<file path="src/rtl/wb_uart_pkg.sv">
// Shared definitions for the UART Wishbone CSR slice: register byte addresses,
// STS/IER bit positions and the TX drain FSM state type.
package wb_uart_pkg;

  localparam logic [4:0] ADR_RXD = 5'h00;
  localparam logic [4:0] ADR_TXD = 5'h04;
  localparam logic [4:0] ADR_STS = 5'h08;
  localparam logic [4:0] ADR_DIV = 5'h0C;
  localparam logic [4:0] ADR_IER = 5'h10;

  localparam int STS_UTX_BUSY  = 0;
  localparam int STS_RFIFO_EF  = 1;
  localparam int STS_TXF_EMPTY = 2;
  localparam int STS_TXF_FULL  = 3;
  localparam int STS_TXO       = 4;
  localparam int STS_RXU       = 5;
  localparam int STS_LVL_LSB   = 8;

  localparam int IER_RX_AVAIL  = 0;
  localparam int IER_TXF_EMPTY = 1;
  localparam int IER_ERR       = 2;

  typedef enum logic [1:0] {
    IDLE   = 2'd0,
    LAUNCH = 2'd1,
    WAIT_B = 2'd2,
    WAIT_D = 2'd3
  } tx_state_e;

endpackage

</file>
<file path="src/rtl/wb_uart_if.sv">
// Wishbone B3 classic bus bundle between the CPU interconnect and the UART CSR slave.
interface wb_uart_if;
  // A request is cyc & stb; the slave answers with a single registered ack
  // cycle (one wait state), read data valid only while ack is high.
  logic [4:0]  adr;
  logic [31:0] dat_w;
  logic        we;
  logic        stb;
  logic [3:0]  sel;
  logic        cyc;
  logic [31:0] dat_r;
  logic        ack;

  modport master (output adr, dat_w, we, stb, sel, cyc, input dat_r, ack);
  modport slave  (input adr, dat_w, we, stb, sel, cyc, output dat_r, ack);
endinterface

</file>
<file path="src/rtl/wb_uart_txfifo.sv">
// Single-clock byte FIFO with level/full/empty; a push into a full FIFO is
// accepted when a pop happens in the same cycle.
module wb_uart_txfifo #(
  parameter int P_DEPTH = 16
) (
  input  logic                     i_clk,
  input  logic                     i_arst_n,
  input  logic                     i_push,
  input  logic [7:0]               iv_data,
  input  logic                     i_pop,
  output logic [7:0]               ov_data,
  output logic                     o_full,
  output logic                     o_empty,
  output logic [$clog2(P_DEPTH):0] ov_level
);
  localparam int AW = $clog2(P_DEPTH);
  localparam int LW = AW + 1;

  logic [7:0]    mem [P_DEPTH];
  logic [AW-1:0] wr_ptr;
  logic [AW-1:0] rd_ptr;
  logic          push_ok;
  logic          pop_ok;

  assign o_empty = (ov_level == '0);
  assign o_full  = (ov_level == LW'(P_DEPTH));
  assign pop_ok  = i_pop & ~o_empty;
  assign push_ok = i_push & (~o_full | pop_ok);
  assign ov_data = mem[rd_ptr];

  always_ff @(posedge i_clk) begin
    if (push_ok) mem[wr_ptr] <= iv_data;
  end

  always_ff @(posedge i_clk or negedge i_arst_n) begin
    if (!i_arst_n) begin
      wr_ptr   <= '0;
      rd_ptr   <= '0;
      ov_level <= '0;
    end else begin
      if (push_ok) wr_ptr <= wr_ptr + 1'b1;
      if (pop_ok)  rd_ptr <= rd_ptr + 1'b1;
      case ({push_ok, pop_ok})
        2'b10:   ov_level <= ov_level + 1'b1;
        2'b01:   ov_level <= ov_level - 1'b1;
        default: ov_level <= ov_level;
      endcase
    end
  end
endmodule

</file>
<file path="src/rtl/wb_uart_regs.sv">
// UART CSR slave: RX pop, TX FIFO with autonomous drain FSM, baud divisor, sticky errors.
// Define WB_UART_IRQ_EN to build the IER register and the level interrupt.
module wb_uart_regs
  import wb_uart_pkg::*;
#(
  parameter int P_TXF_DEPTH = 16,
  parameter int P_DIV_W     = 16,
  parameter int P_DIV_RST   = 868
) (
  input  logic               i_clk,
  input  logic               i_arst_n,
  wb_uart_if.slave           wbs,
  output logic               o_ctrl_utx_start,
  output logic [7:0]         ov_ctrl_utx_data,
  output logic               o_ctrl_rfifo_rd,
  output logic [P_DIV_W-1:0] ov_ctrl_baud_div,
  output logic               o_irq,
  input  logic               i_sts_utx_busy,
  input  logic               i_sts_rfifo_ef,
  input  logic [7:0]         iv_sts_rfifo_data,
  output tx_state_e          o_dbg_state
);
  localparam int LW = $clog2(P_TXF_DEPTH) + 1;

  logic [4:0]         adr_w;
  logic               acc, wr, rd;
  logic               txf_push, txf_pop, txf_full, txf_empty;
  logic [7:0]         txf_head;
  logic [LW-1:0]      txf_level;
  logic [8:0]         lvl9;
  logic               txo_q, rxu_q;
  logic [P_DIV_W-1:0] div_q;
  logic [2:0]         ier_rd;
  logic [31:0]        rdata;
  tx_state_e          state_q;
  logic [1:0]         wait_cnt_q;
  logic               unused_bits;

  assign adr_w    = {wbs.adr[4:2], 2'b00};
  assign acc      = wbs.cyc & wbs.stb & ~wbs.ack;
  assign wr       = acc & wbs.we;
  assign rd       = acc & ~wbs.we;
  assign txf_push = wr & (adr_w == ADR_TXD);
  assign txf_pop  = (state_q == LAUNCH);
  assign lvl9     = 9'(txf_level);
  assign unused_bits = ^{wbs.sel, wbs.adr[1:0], wbs.dat_w, lvl9[8]};

  assign ov_ctrl_baud_div = div_q;
  assign o_dbg_state      = state_q;

  wb_uart_txfifo #(.P_DEPTH(P_TXF_DEPTH)) u_txfifo (
    .i_clk    (i_clk),
    .i_arst_n (i_arst_n),
    .i_push   (txf_push),
    .iv_data  (wbs.dat_w[7:0]),
    .i_pop    (txf_pop),
    .ov_data  (txf_head),
    .o_full   (txf_full),
    .o_empty  (txf_empty),
    .ov_level (txf_level)
  );

  always_comb begin
    rdata = '0;
    case (adr_w)
      ADR_RXD: if (!i_sts_rfifo_ef) rdata[7:0] = iv_sts_rfifo_data;
      ADR_STS: begin
        rdata[STS_UTX_BUSY]  = i_sts_utx_busy;
        rdata[STS_RFIFO_EF]  = i_sts_rfifo_ef;
        rdata[STS_TXF_EMPTY] = txf_empty;
        rdata[STS_TXF_FULL]  = txf_full;
        rdata[STS_TXO]       = txo_q;
        rdata[STS_RXU]       = rxu_q;
        rdata[STS_LVL_LSB +: 8] = lvl9[7:0];
      end
      ADR_DIV: rdata[P_DIV_W-1:0] = div_q;
      ADR_IER: rdata[2:0] = ier_rd;
      default: rdata = '0;
    endcase
  end

  // All register side effects land on the same edge that raises ack.
  always_ff @(posedge i_clk or negedge i_arst_n) begin
    if (!i_arst_n) begin
      wbs.ack         <= 1'b0;
      wbs.dat_r       <= '0;
      o_ctrl_rfifo_rd <= 1'b0;
      txo_q           <= 1'b0;
      rxu_q           <= 1'b0;
      div_q           <= P_DIV_W'(P_DIV_RST);
    end else begin
      wbs.ack         <= acc;
      wbs.dat_r       <= rd ? rdata : '0;
      o_ctrl_rfifo_rd <= rd & (adr_w == ADR_RXD) & ~i_sts_rfifo_ef;
      if (rd && adr_w == ADR_RXD && i_sts_rfifo_ef)
        rxu_q <= 1'b1;
      else if (wr && adr_w == ADR_STS && wbs.dat_w[STS_RXU])
        rxu_q <= 1'b0;
      if (txf_push && txf_full && !txf_pop)
        txo_q <= 1'b1;
      else if (wr && adr_w == ADR_STS && wbs.dat_w[STS_TXO])
        txo_q <= 1'b0;
      // A zero divisor would stall the baud generator, so it is promoted to 1.
      if (wr && adr_w == ADR_DIV)
        div_q <= (wbs.dat_w[P_DIV_W-1:0] == '0) ? P_DIV_W'(1) : wbs.dat_w[P_DIV_W-1:0];
    end
  end

`ifdef WB_UART_IRQ_EN
  logic [2:0] ier_q;
  logic       irq_q;
  assign ier_rd = ier_q;
  assign o_irq  = irq_q;
  always_ff @(posedge i_clk or negedge i_arst_n) begin
    if (!i_arst_n) begin
      ier_q <= '0;
      irq_q <= 1'b0;
    end else begin
      if (wr && adr_w == ADR_IER) ier_q <= wbs.dat_w[2:0];
      irq_q <= |(ier_q & {txo_q | rxu_q, txf_empty, ~i_sts_rfifo_ef});
    end
  end
`else
  assign ier_rd = '0;
  assign o_irq  = 1'b0;
`endif

  // WAIT_B gives the core 4 cycles to raise busy before the byte is written off.
  always_ff @(posedge i_clk or negedge i_arst_n) begin
    if (!i_arst_n) begin
      state_q          <= IDLE;
      wait_cnt_q       <= '0;
      o_ctrl_utx_start <= 1'b0;
      ov_ctrl_utx_data <= '0;
    end else begin
      case (state_q)
        IDLE: begin
          if (!txf_empty && !i_sts_utx_busy) begin
            state_q          <= LAUNCH;
            o_ctrl_utx_start <= 1'b1;
            ov_ctrl_utx_data <= txf_head;
          end
        end
        LAUNCH: begin
          o_ctrl_utx_start <= 1'b0;
          wait_cnt_q       <= '0;
          state_q          <= WAIT_B;
        end
        WAIT_B: begin
          if (i_sts_utx_busy)        state_q    <= WAIT_D;
          else if (wait_cnt_q == 2'd3) state_q  <= IDLE;
          else                       wait_cnt_q <= wait_cnt_q + 2'd1;
        end
        WAIT_D: if (!i_sts_utx_busy) state_q <= IDLE;
        default: state_q <= IDLE;
      endcase
    end
  end
endmodule

</file>
<file path="src/flat_wrapper.sv">
// flat-port wrapper written by rule: the top's interface ports become plain ports
module wb_uart_regs_flat import wb_uart_pkg::*;
#(
  parameter int P_TXF_DEPTH = 16,
  parameter int P_DIV_W     = 16,
  parameter int P_DIV_RST   = 868
)
  (i_clk, i_arst_n, o_ctrl_utx_start, ov_ctrl_utx_data, o_ctrl_rfifo_rd, ov_ctrl_baud_div, o_irq, i_sts_utx_busy, i_sts_rfifo_ef, iv_sts_rfifo_data, o_dbg_state, wbs_adr, wbs_dat_w, wbs_we, wbs_stb, wbs_sel, wbs_cyc, wbs_dat_r, wbs_ack);
  wb_uart_if wbs_i ();
  input  logic i_clk;
  input  logic i_arst_n;
  output logic o_ctrl_utx_start;
  output logic [7:0] ov_ctrl_utx_data;
  output logic o_ctrl_rfifo_rd;
  output logic [P_DIV_W-1:0] ov_ctrl_baud_div;
  output logic o_irq;
  input  logic i_sts_utx_busy;
  input  logic i_sts_rfifo_ef;
  input  logic [7:0] iv_sts_rfifo_data;
  output tx_state_e o_dbg_state;
  input wire logic [$bits(wbs_i.adr)-1:0] wbs_adr;
  input wire logic [$bits(wbs_i.dat_w)-1:0] wbs_dat_w;
  input wire logic [$bits(wbs_i.we)-1:0] wbs_we;
  input wire logic [$bits(wbs_i.stb)-1:0] wbs_stb;
  input wire logic [$bits(wbs_i.sel)-1:0] wbs_sel;
  input wire logic [$bits(wbs_i.cyc)-1:0] wbs_cyc;
  output wire logic [$bits(wbs_i.dat_r)-1:0] wbs_dat_r;
  output wire logic [$bits(wbs_i.ack)-1:0] wbs_ack;
  assign wbs_i.adr = wbs_adr;
  assign wbs_i.dat_w = wbs_dat_w;
  assign wbs_i.we = wbs_we;
  assign wbs_i.stb = wbs_stb;
  assign wbs_i.sel = wbs_sel;
  assign wbs_i.cyc = wbs_cyc;
  assign wbs_dat_r = wbs_i.dat_r;
  assign wbs_ack = wbs_i.ack;
  wb_uart_regs #(.P_TXF_DEPTH(P_TXF_DEPTH), .P_DIV_W(P_DIV_W), .P_DIV_RST(P_DIV_RST)) u_core (.i_clk(i_clk), .i_arst_n(i_arst_n), .wbs(wbs_i), .o_ctrl_utx_start(o_ctrl_utx_start), .ov_ctrl_utx_data(ov_ctrl_utx_data), .o_ctrl_rfifo_rd(o_ctrl_rfifo_rd), .ov_ctrl_baud_div(ov_ctrl_baud_div), .o_irq(o_irq), .i_sts_utx_busy(i_sts_utx_busy), .i_sts_rfifo_ef(i_sts_rfifo_ef), .iv_sts_rfifo_data(iv_sts_rfifo_data), .o_dbg_state(o_dbg_state));
endmodule
</file>
<file path="config.mk">
export PLATFORM = sky130hd
export DESIGN_NAME = wb_uart_regs_flat
export DESIGN_NICKNAME = d
export VERILOG_FILES = /design/src/rtl/wb_uart_pkg.sv /design/src/rtl/wb_uart_if.sv /design/src/rtl/wb_uart_txfifo.sv /design/src/rtl/wb_uart_regs.sv /design/src/flat_wrapper.sv
export SDC_FILE = /design/constraint.sdc
export NUM_CORES = 1
export LEC_CHECK = 0
export ABC_AREA = 1
export CAP_MARGIN = 30
export CORE_MARGIN = 2
export CORE_UTILIZATION = 50
export DETAILED_ROUTE_END_ITERATION = 12
export GPL_TIMING_DRIVEN = 0
export PLACE_DENSITY = 0.87
export SKIP_LAST_GASP = 1
export SLEW_MARGIN = 10
export SYNTH_ARGS = -nofsm -noshare
export SYNTH_HDL_FRONTEND = slang
export SYNTH_SLANG_ARGS = --single-unit
</file>
<file path="constraint.sdc">
create_clock -name i_clk -period 2.2 [get_ports i_clk]
set_input_delay 0.22 -clock i_clk [delete_from_list [all_inputs] [get_ports i_clk]]
set_output_delay 0.22 -clock i_clk [all_outputs]
set_load 0.01 [all_outputs]
</file>
* Word-level counts from Yosys, hierarchy flattened *
Memory sizes are Yosys's and may differ from the RTL's. A register that Yosys moved wholly into a read port is not among the register bits.
Cells that the tools add are included.

word-level totals
  register bits = 70
  RAM bits = 128
  bits of input ports = 56
  output and inout bits = 62
  word-level logic and storage cells = 98
  memories = 1

cells by class
  add/sub/neg operators = 5
  equality and inequality tests = 15
  multiplexer cells = 24
  bitwise logic cells = 15
  reduce and logical (&&, ||, !) cells = 26

memories
  name                 depth  width  read ports  clocked after Yosys merged registers in  write ports  RTL line              source
  u_core.u_txfifo.mem  16     8      1           1                                        1            wb_uart_txfifo.sv:19  logic [7:0] mem [P_DEPTH];

operators with widths
  cell                                                                 number
  16-bit two-way mux                                                   2
  3-bit one-hot mux with 3 select lines                                2
  16-bit zero test                                                     1
  8-bit one-hot mux with 2 select lines                                1
  2-bit two-way mux                                                    6
  5-bit zero test                                                      2
  5-bit one-hot mux with 2 select lines                                1
  2-bit nonzero test                                                   5
  1-bit bitwise AND                                                    9
  1-bit logical AND                                                    9
  4-bit by 1-bit adder with 4-bit output (second input constant)       2
  2-bit == test (second input constant)                                4
  8-bit two-way mux                                                    1
  2-bit one-hot mux with 2 select lines                                2
  2-bit one-hot mux with 4 select lines                                1
  1-bit two-way mux                                                    7
  3-bit by 2-bit == test with 1-bit output (second input constant)     2
  2-bit != test (second input constant)                                3
  3-bit AND reduction                                                  2
  5-bit by 1-bit adder with 5-bit output (second input constant)       1
  5-bit == test (second input constant)                                1
  1-bit inverter                                                       5
  5-bit by 1-bit subtractor with 5-bit output (second input constant)  1
  2-bit by 1-bit == test with 1-bit output (second input constant)     2
  9 further kinds                                                      13

* Logic depth before layout (Yosys ltp) *
Gate-level depths: netlist of the first run.

  depth after elaboration = 7
  gate-level depth with buffers = 18
  gate-level depth less buffers = 17

* Modules after synthesis *
A second synthesis of the first run with hierarchy kept.

unflattened totals
  cell total of the unflattened synthesis = 757
  area total of the unflattened synthesis = 8232.9 µm²

by module, submodules not included
  module          times used  cells each  area each (µm²)  sequential area each (µm²)
  wb_uart_txfifo  1           481         5962.0           4169.0
  wb_uart_regs    1           276         2270.9           1232.4

* Worst setup path after synthesis of the first run *
Ideal clock, no wire load.

  path kind = reg2reg
  start point = reg u_core.wbs.ack
  end point = reg u_core.u_txfifo.ov_level[4]
  setup time = 117 ps
  data arrival time = 2265 ps
  data required time = 2083 ps
  slack = -181 ps
  stages on the path, launching flop included = 19
  buffers on the path = 1
  clock period less this slack = 2381 ps
  path through = dfrtp_1 inv_1 nand3_2 nor2_2 nand3_2 a21oi_2 buf_6 inv_1 ha_1 xor2_1 ha_1 a21oi_1 nor2_1 nand2_1 nand2_1 nand2_1 nand2_1 nand2_1 nand2_1

on the way
  cells in the longest elaborated chain, start to end = 7
  elaborated cells on any way between the ends = 9
  those cells by class = eq/ne (2); mux (1); bitwise (5); reduce/logical (1)

ends and longest elaborated chain
  element                                                                             RTL line              source
  start, declared                                                                     wb_uart_if.sv:15      modport slave (input adr, dat_w, we, stb, sel, cyc, output dat_r, ack);
  start signal, assigned                                                              wb_uart_regs.sv:85    wbs.ack <= 1'b0;
  start signal, assigned                                                              wb_uart_regs.sv:92    wbs.ack <= acc;
  1-bit inverter *                                                                    wb_uart_regs.sv:40    assign acc = wbs.cyc & wbs.stb & ~wbs.ack;
  1-bit bitwise AND *                                                                 wb_uart_regs.sv:40
  1-bit bitwise AND *                                                                 wb_uart_regs.sv:41    assign wr = acc & wbs.we;
  1-bit bitwise AND *                                                                 wb_uart_regs.sv:43    assign txf_push = wr & (adr_w == ADR_TXD);
  1-bit bitwise AND *                                                                 wb_uart_txfifo.sv:28  assign push_ok = i_push & (~o_full | pop_ok);
  2-bit by 1-bit == test with 1-bit output / 2-bit == test (equally long branches)    wb_uart_txfifo.sv:43  case ({push_ok, pop_ok})
  5-bit one-hot mux with 2 select lines / 2-bit nonzero test (equally long branches)  --
  end signal, assigned                                                                wb_uart_txfifo.sv:44  2'b10: ov_level <= ov_level + 1'b1;
  end signal, assigned                                                                wb_uart_txfifo.sv:45  2'b01: ov_level <= ov_level - 1'b1;
  end signal, assigned                                                                wb_uart_txfifo.sv:46  default: ov_level <= ov_level;
  end, declared                                                                       wb_uart_txfifo.sv:14  output logic [$clog2(P_DEPTH):0] ov_level

Mark *: on every way between the ends. The rest lies on a longest branch, timed or not.
A chain may end at the register's enable or synchronous reset.

* Worst setup path in the final report of the first run *
Same ends and word-level chain as after synthesis.

==> results of run 1 <==
-- flip-flops by register name, indices dropped and copies added, names as in the netlist, 2 cells and up --
name and flops:
u_core.o_dbg_state 2, u_core.ov_ctrl_baud_div 16, u_core.ov_ctrl_utx_data 8, u_core.u_txfifo.mem 128, u_core.u_txfifo.ov_level 5, u_core.u_txfifo.rd_ptr 4
u_core.u_txfifo.wr_ptr 4, u_core.wait_cnt_q 2, u_core.wbs.dat_r 16
-- worst register-to-register path, stage by stage (launching register included) --
cell and delay [ns]:
dfrtp_1 0.38, inv_1 0.07, nand3_2 0.10, nor2_4 0.17
nand3_4 0.11, a21oi_4 0.15, buf_6 0.15, inv_4 0.05
ha_4 0.16, xor2_2 0.15, ha_2 0.19, a21oi_4 0.14
nor2_2 0.06, nand2_1 0.08, nand2_1 0.05, nand2_1 0.06
nand2_1 0.05, nand2_1 0.06, nand2_1 0.06
-- repair_timing --
action                                  4_1_cts  5_1_grt
hold buffers                                  1        0
gates resized for setup                       5       26
pin swaps                                     3        5
gates cloned                                  0        0
endpoints found under the hold margin        57        0
buffers inserted                              8        6
endpoints found under the setup margin       67       75
-- placed cells by master (no fill, tap or decap), types with 5 or more instances in the layout --
cell	synthesis	final
xor2_1	7	6
nor2_2	5	12
clkdlybuf4s50_1	0	77
conb_1	1	17
clkbuf_16	0	17
a21oi_1	13	12
edfxtp_1	128	128
o21ai_1	4	5
nor2_1	32	21
ha_1	9	7
dfrtp_1	57	53
buf_2	20	20
o21ai_0	25	24
inv_2	5	7
buf_4	24	38
nand3_1	115	113
dfstp_2	5	5
inv_1	144	141
nand2_1	277	275
-- cell type report --
type / count / area, um2
tap: 225 / 281.5
clock inverter: 15 / 112.6
buffer: 48 / 310.3
fill: 1265 / 6524
multi-input combinational: 526 / 2521
inverter: 151 / 569.3
timing repair buffer: 93 / 905.9
clock buffer: 17 / 425.4
sequential: 190 / 5406
-- cells by family after synthesis --
family                   Yosys count  synth area share, %
XOR/XNOR                           9                1.002
AO/OA/AOI/OAI                     47                2.846
AND/OR/NAND/NOR                  444                21.95
flip-flops                       190                62.67
other                              1              0.04351
buffers and inverters            199                10.18
adder cells (fa/ha/maj)            9                1.307
-- routing by layer --
metal  vias to the layer above  GRT usage (%)
li1                       3082              -
met1                      3147          30.61
met2                       382          39.26
met3                        61          5.200
met4                         0          10.94
met5                         -              0
-- power by group --
group	switching, mW	internal [mW]	total [mW]
Clock	1.39	1.46	2.86
Combinational	2.58	1.52	4.09
Sequential	0.279	4.13	4.41
-- worst paths after layout --
| kind | start | endpoint | slack, ns | cells after the start |
|---|---|---|---|---|
| hold reg to reg | u_core.ov_ctrl_utx_data[6] | u_core.ov_ctrl_utx_data[6] | 0.49 | 2 |
| setup reg to reg | u_core.wbs.ack | u_core.u_txfifo.ov_level[4] | -0.12 | 18 |
| min in group asynchronous | i_arst_n | u_core.o_dbg_state[1] | 0.42 | 2 |
| max in group asynchronous | i_arst_n | u_core.u_txfifo.ov_level[3] | 1.17 | 2 |
| hold / removal | iv_sts_rfifo_data[7] | u_core.wbs.dat_r[7] | 0.32 | 3 |
| setup / recovery | u_core.wbs.ack | u_core.u_txfifo.ov_level[4] | -0.12 | 18 |
==> qor.yml, run 1 <==
numCtsBuffers: 17
cp_max_fo: 3
slew_violations: 0
critPathKind: "reg2reg"
areaGrowthSynthToFinish_pct: 22.21
boundaryPins: 118
yosysSeqAreaShare_pct: 62.67
cts_htree_levels: 4
dp_hpwl_um: 14170
crit_top_cell: "nand2_1"
setup_viol: 18
whs_ns: 0.3160
netlist_top_cells_area: "edfxtp_1 (45%), dfrtp_1 (17%), nand2_1 (12%)"
hold_violations: 0
worst_clock_skew_ns: 0.01347
crit_buf_inv: 3
critical_path.cell_chain: "inv_1, nand3_2, nor2_4, nand3_4, a21oi_4, buf_6, inv_4, ha_4, xor2_2, ha_2, a21oi_4, nor2_2, nand2_1, nand2_1, nand2_1, nand2_1, nand2_1, nand2_1"
cts_sinks: 190
violations: "negative setup slack"
nNetsFinal: 1092
period_share_pct: 105.7
place_ws_ns: -0.5189
p_per_area_nw_per_um2: 1078
post-synth-top-area-cell: "edfxtp_1"
placed_area_um2: 9764
min_period_ns: 2.325
fin_util_pct: 61.75
core.rowCount: 48
initial_utilization_pct: 50.53
fp.coreArea_um2: 17060
syn-instance-count: 899
grt_overflow_total: 0
cts_max_path_buffers: 2
status: "finished, violations left"
crit_slowest_cell: "dfrtp_1"
synthDominantCellAreaShare_pct: 44.60
drc: 0
max_cap_violations: 0
routed-wl-met3_um: 2052
portBuffers: 78
die_y_um: 135.3
final_cell_area_um2: 10530
drive_above_1_share_pct: 13.46
synth_top_flop_cell: "edfxtp_1"
tightestPinTransition_ns: 0.8941
yosys_warnings: 0
antenna_cells: 0
grt_max_degree: 63
clk_pin_slew_ns: 0.07
firstDrtPassIters: 7
fin_ws_ns: -0.1246
total_power_mw: 11.36
fmax_mhz: 430.2
postRouteAntennaNets: 0
cts_tree: "yes"
die_w_um: 135.3
synth_cell_types: 32
synth-seq-cells: 190
dieArea_um2: 18300
synth-edff-count: 128
critPathTopFamily: "simple AND/OR/NAND/NOR gates"
viasPerCell: 5.274
instances_no_fill: 1265
netlist_area_um2: 8618
cts_root_buffer: "clkbuf_16"
grt_pass1_wl_um: 32750
gp_congestion: 0.9061
min-delay-path-class: "in2reg"
max_slew_margin_pct: 40.20
dp_cells: 1218
dr.max_layer_used: "met4"
end_kind: "register"
yosysMostFrequentCell: "nand2_1"
tns_ns: -0.5419
syn_area_per_cell_um2: 9.587
routedWlPerCell_um: 17.25
async_flop_share_pct: 32.63
drt_wl_total_um: 21830
first_iter_violations: 849
critPathMaxStageDelay_ns: 0.38
wl_met2_um: 10980
antenna_found_initial: 0
cp.arrival_ns: 2.65
clkLatencyLatePin_ns: 0.44
grt_usage_pct: 23.91
rsz0062_at_grt: "true"
p_leak_nw: 4.757
crit_required_ns: 2.53
synthTopCellsByCount: "nand2_1 (277), inv_1 (144), edfxtp_1 (128)"
vdd_drop_max_mv: 0.6429
vias: 6672
grt_pass1_vias: 6314
cp-start-kind: "register"
drt-met1-wl_um: 8124
Power figures use the tool's default switching activity.
==> run 2, diff against run 1 <==
Settings changed: RECOVER_POWER from default to 25.
==> results of run 2 <==
Same layout as run 1: the final DEF is identical, and so are final timing and power.
==> run 3, diff against run 2 <==
Settings changed: CTS_CLUSTER_DIAMETER from default to 40.
==> results of run 3 <==
Same layout as run 1: the final DEF is identical, and so are final timing and power.
